## src/rtl/wb_write_arbiter.sv

```systemverilog
`default_nettype none
// +--------------------------------------------------------------------------+
// | wb_write_arbiter : MEM-priority writeback arbiter with EX result FIFO,  |
// | hazard flags and optional forwarding (macro WB_BYPASS_EN).               |
// | Revision: 1.0                                                            |
// +--------------------------------------------------------------------------+
module wb_write_arbiter #(
  parameter int BANK_WIDTH = 5,
  parameter int WIDTH      = 64,
  parameter int FIFO_DEPTH = 4
) (
  input  logic                          clk,
  input  logic                          rst_n,
  input  logic                          ex_valid,
  output logic                          ex_ready,
  input  logic [BANK_WIDTH-1:0]         ex_rd,
  input  logic [WIDTH-1:0]              ex_data,
  input  logic                          mem_valid,
  output logic                          mem_ready,
  input  logic [BANK_WIDTH-1:0]         mem_rd,
  input  logic [WIDTH-1:0]              mem_data,
  output logic                          we3,
  output logic [BANK_WIDTH-1:0]         wa3,
  output logic [WIDTH-1:0]              wd3,
  input  logic [BANK_WIDTH-1:0]         q_ra1,
  input  logic [BANK_WIDTH-1:0]         q_ra2,
  output logic                          busy1,
  output logic                          busy2,
  output logic [WIDTH-1:0]              byp_data1,
  output logic [WIDTH-1:0]              byp_data2,
  output logic [$clog2(FIFO_DEPTH):0]   fifo_count
);

  localparam int c_AW    = $clog2(FIFO_DEPTH);
  localparam int c_CNT_W = c_AW + 1;

  logic [BANK_WIDTH-1:0] r_fifo_rd   [FIFO_DEPTH];
  logic [WIDTH-1:0]      r_fifo_data [FIFO_DEPTH];
  logic [c_AW-1:0]       r_wptr;
  logic [c_AW-1:0]       r_rptr;
  logic [c_CNT_W-1:0]    r_count;
  logic                  r_we;
  logic [BANK_WIDTH-1:0] r_wa;
  logic [WIDTH-1:0]      r_wd;

  logic [FIFO_DEPTH-1:0] w_ent_vld;
  logic [FIFO_DEPTH-1:0] w_mem_hit;
  logic [FIFO_DEPTH-1:0] w_hit1;
  logic [FIFO_DEPTH-1:0] w_hit2;
  logic                  w_mem_wr;
  logic                  w_push;
  logic                  w_pop;

  // An entry is live when its distance from the head is below the occupancy.
  for (genvar i = 0; i < FIFO_DEPTH; i++) begin : g_ent
    logic [c_AW-1:0] w_age;
    assign w_age        = c_AW'(i) - r_rptr;
    assign w_ent_vld[i] = ({1'b0, w_age} < r_count);
    assign w_mem_hit[i] = w_ent_vld[i] && (r_fifo_rd[i] == mem_rd);
    assign w_hit1[i]    = w_ent_vld[i] && (r_fifo_rd[i] == q_ra1);
    assign w_hit2[i]    = w_ent_vld[i] && (r_fifo_rd[i] == q_ra2);
  end

  // A MEM write to a register still queued from EX must wait so older EX data lands first.
  assign ex_ready  = (r_count != c_CNT_W'(FIFO_DEPTH));
  assign mem_ready = !(mem_valid && (mem_rd != '0) && (|w_mem_hit));
  assign w_mem_wr  = mem_valid && mem_ready && (mem_rd != '0);
  assign w_push    = ex_valid && ex_ready && (ex_rd != '0);
  assign w_pop     = !w_mem_wr && (r_count != '0);

  always_ff @(posedge clk or negedge rst_n) begin
    if (!rst_n) begin
      r_we    <= 1'b0;
      r_wa    <= '0;
      r_wd    <= '0;
      r_wptr  <= '0;
      r_rptr  <= '0;
      r_count <= '0;
    end else begin
      if (w_mem_wr) begin
        r_we <= 1'b1;
        r_wa <= mem_rd;
        r_wd <= mem_data;
      end else if (w_pop) begin
        r_we   <= 1'b1;
        r_wa   <= r_fifo_rd[r_rptr];
        r_wd   <= r_fifo_data[r_rptr];
        r_rptr <= r_rptr + c_AW'(1);
      end else begin
        r_we <= 1'b0;
      end
      if (w_push) begin
        r_wptr <= r_wptr + c_AW'(1);
      end
      r_count <= r_count + c_CNT_W'(w_push) - c_CNT_W'(w_pop);
    end
  end

  always_ff @(posedge clk) begin
    if (w_push) begin
      r_fifo_rd[r_wptr]   <= ex_rd;
      r_fifo_data[r_wptr] <= ex_data;
    end
  end

  assign we3        = r_we;
  assign wa3        = r_wa;
  assign wd3        = r_wd;
  assign fifo_count = r_count;

  assign busy1 = (q_ra1 != '0) && ((|w_hit1) || (r_we && (r_wa == q_ra1)));
  assign busy2 = (q_ra2 != '0) && ((|w_hit2) || (r_we && (r_wa == q_ra2)));

`ifdef WB_BYPASS_EN
  // Walk oldest to youngest so the youngest matching entry wins.
  always_comb begin
    logic [c_AW-1:0] w_idx;
    byp_data1 = (r_we && (r_wa == q_ra1)) ? r_wd : '0;
    byp_data2 = (r_we && (r_wa == q_ra2)) ? r_wd : '0;
    w_idx     = r_rptr;
    for (int k = 0; k < FIFO_DEPTH; k++) begin
      w_idx = r_rptr + c_AW'(k);
      if (c_CNT_W'(k) < r_count) begin
        if (r_fifo_rd[w_idx] == q_ra1) byp_data1 = r_fifo_data[w_idx];
        if (r_fifo_rd[w_idx] == q_ra2) byp_data2 = r_fifo_data[w_idx];
      end
    end
  end
`else
  assign byp_data1 = '0;
  assign byp_data2 = '0;
`endif

endmodule
`default_nettype wire
```

## config.mk

```make
export PLATFORM = sky130hd
export DESIGN_NAME = wb_write_arbiter
export DESIGN_NICKNAME = d
export VERILOG_FILES = /design/src/rtl/wb_write_arbiter.sv
export SDC_FILE = /design/constraint.sdc
export NUM_CORES = 1
export LEC_CHECK = 0
export CAP_MARGIN = 20
export CELL_PAD_IN_SITES_DETAIL_PLACEMENT = 1
export CELL_PAD_IN_SITES_GLOBAL_PLACEMENT = 2
export CORE_UTILIZATION = 39
export DETAILED_ROUTE_END_ITERATION = 6
export GPL_TIMING_DRIVEN = 0
export PLACE_DENSITY_LB_ADDON = 0.1
export SYNTH_ARGS = -nofsm -noshare
export SYNTH_HDL_FRONTEND = slang
export SYNTH_SLANG_ARGS = --single-unit
```

## constraint.sdc

```tcl
create_clock -name clk -period 7.17 [get_ports clk]
set_input_delay 0.717 -clock clk [delete_from_list [all_inputs] [get_ports clk]]
set_output_delay 0.717 -clock clk [all_outputs]
set_load 0.005 [all_outputs]
```

==> impl_metrics.json <==
{
  "ys_warn_count": 0,
  "layout_commonest_cell": "edfxtp_1",
  "hold_buffers": 0,
  "slew_headroom_pct": 45.3,
  "core_sq_um": 39800,
  "dp_hpwl_mm": 26.4,
  "crit_arrival_ns": 4.22,
  "setup.worst_path.start_class": "register",
  "rows": 73,
  "synth_edf_count": 276,
  "die_w_microns": 203,
  "finalHoldViolations": 0,
  "layout_common_cells": "edfxtp_1, clkdlybuf4s50_1, buf_4",
  "syn_area_sq_um": 15800,
  "fill_cells": 3904,
  "grt_start_max_net_pins": 46,
  "path_class": "reg2out",
  "clkLatencyLatePin_ns": 0.54,
  "required_ns": 6.45,
  "avgSynthCellArea_sq_um": 17.5,
  "critPathMaxFanout": 10,
  "worstReg2RegStart": "r_rptr[1]",
  "peakVddDrop_v": 0.000222,
  "wl_per_cell_microns": 20.5,
  "root_buffer": "clkbuf_16",
  "initial_utilization_pct": 39.6,
  "nets": 1450,
  "antenna_left": 0,
  "setup_viol": 0,
  "grt_pass1_wl_mm": 56.3,
  "fmax_ghz": 0.202,
  "ys_ff_latch": 353,
  "status": "completed",
  "antenna_found_initial": 5,
  "ioPinCount": 357,
  "cts.repair.resized": 0,
  "cts.sinks": 353,
  "rr_worst_depth": 15,
  "ff_latch_area_sq_um": 10200,
  "period_share_pct": 68.9,
  "critPathCaptureType": "primary output",
  "synth_cell_types": 34,
  "place_inst": 1771,
  "drive_above_1_share_pct": 32.6,
  "ys.flop_type": "edfxtp_1",
  "hold_path.class": "in2async",
  "utilization_pct": 51.4,
  "num_vias": 8561,
  "portBuffers": 213,
  "dp_slack_ns": 2.77,
  "fin_skew_ns": 0.0238,
  "final-instance-count-excl-fill": 1843,
  "drt_iter0_markers": 402,
  "yosysSeqAreaShare_pct": 64.7,
  "place.gp.congestion": 0.849,
  "power_mw": 7.67,
  "cts_setup_buffers": 0,
  "cts_buffers": 39,
  "multiInputGateArea_sq_um": 4840,
  "finalSetupTns_ns": 0,
  "track_usage_pct": 18.3,
  "grt_pass1_vias": 9032,
  "overflow": 0,
  "leakagePower_nw": 7.68,
  "tightest_slew_ns": 0.821,
  "fin_ws_ns": 2.23,
  "maxSlewViolCount": 0,
  "htree_levels": 2,
  "worstReg2RegEnd": "fifo_count[2]",
  "areaGrowthSynthToFinish_pct": 29.7,
  "powerDensity_nw_per_um2": 375,
  "maxCapViolCount": 0,
  "vias_per_cell": 4.65,
  "rsz0062_at_grt": "false",
  "r2r_slack_ns": 2.74,
  "die-area_sq_um": 41300,
  "synthCells": 900,
  "dieHeight_microns": 203,
  "drt-pass1-iter-count": 4,
  "clkSlewWorstSetupHoldPaths_ns": 0.06,
  "drcViolationCount": 0,
  "cts_tree": "yes",
  "routed_wl_mm": 37.8,
  "cts_max_path_buffers": 3,
  "ys_async_sr_fraction_pct": 21.8,
  "min_period_ns": 4.94
}
[routing by layer]
metal	track usage, %	part of all wire (%)	vias up
met5	0	0.13	-
met4	4.65	1.5	8
met3	4.60	6.1	43
met2	31.0	51	236
met1	23.5	42	4343
li1	-	-	3931
[cell type report]
class                           instances  share of cell area, %
Clock buffer                           53                   5.37
Sequential cell                       353                   49.9
Multi-Input combinational cell        490                   23.7
Inverter                               10                  0.183
Buffer                                174                   5.78
Tap cell                              525                   3.21
Clock inverter                         18                  0.740
Antenna cell                            1                 0.0122
Timing Repair Buffer                  219                   11.1
[registers in the layout, summed over array words and instances, names as in the netlist]
signal	cells
wa3	5
we3	1
wd3	64
r_rptr	2
r_fifo_rd	20
fifo_count	3
r_wptr	2
r_fifo_data	256
[synthesized netlist by cell type (2+ instances only)]
library cell | instances | area [sq um]
o21ai_0 | 5 | 25.0
mux2_2 | 128 | 1440
nand4_1 | 4 | 25.0
nor2_1 | 6 | 22.5
nand2_1 | 4 | 15.0
a21oi_1 | 5 | 25.0
xnor2_1 | 31 | 272
buf_1 | 3 | 11.3
buf_2 | 18 | 90.1
mux4_2 | 69 | 1550
ha_1 | 10 | 125
nand3_1 | 10 | 50.1
xor2_1 | 45 | 394
clkbuf_1 | 21 | 78.8
nand2b_1 | 2 | 12.5
o41ai_1 | 2 | 17.5
mux2_4 | 10 | 150
o211ai_1 | 2 | 15.0
nor4_1 | 10 | 62.6
nor3_1 | 8 | 40.0
buf_6 | 3 | 33.8
dfrtp_1 | 77 | 1930
and2_1 | 4 | 25.0
inv_1 | 10 | 37.5
buf_4 | 129 | 968
edfxtp_1 | 276 | 8290
[cells by family (layout without fill, tap and decap cells)]
kind of cell    count (synthesis)  count (layout)  share of synthesized area, %
xor+xnor                       76              76                          4.22
flops                         353             353                          64.7
compound gates                 17              17                         0.713
buf+inv                       184             474                          7.73
other cells                     1             129                        0.0238
simple gates                   51              51                          1.75
mux                           207             207                          19.9
fa+ha+maj                      11              11                         0.920
[worst max-delay path: stages, from the launching register on]
cell and delay [ns]:
dfrtp_1 0.35, clkbuf_1 0.57, buf_1 0.62, inv_1 0.10, ha_1 0.32, a21oi_1 0.05
o21ai_0 0.49, nand3_1 0.18, nor4_1 0.25, nor4_1 0.11, a21oi_1 0.14, clkdlybuf4s50_1 0.52
[how the worst max path moves through the flow]
stage | start | endpoint | slack (ns) | depth (start not counted)
floorplan | r_rptr[1] | fifo_count[2] | 3.87 | 15
global placement | ex_rd[3] | r_fifo_data[1][38] | 1.52 | 4
detailed placement | r_rptr[1] | busy2 | 2.77 | 11
CTS | r_rptr[1] | busy2 | 2.20 | 11
global route | r_rptr[1] | busy2 | 1.99 | 11
finish | r_rptr[1] | busy1 | 2.23 | 11
[stage by stage]
stage | hold WS, ns | instance area (sq um)
3_5_place_dp | 0.620 | 19200
5_1_grt | 0.227 | 20500
3_3_place_gp | 0.612 | 19000
2_1_floorplan | 0.421 | 16300
6_report | 0.200 | 20500
4_1_cts | 0.195 | 20500
[power by group]
group	switching (mW)	internal [mW]
Clock	0.795	1.15
Sequential	0.225	2.77
Combinational	1.18	1.56
Power figures use the tool's default switching activity.
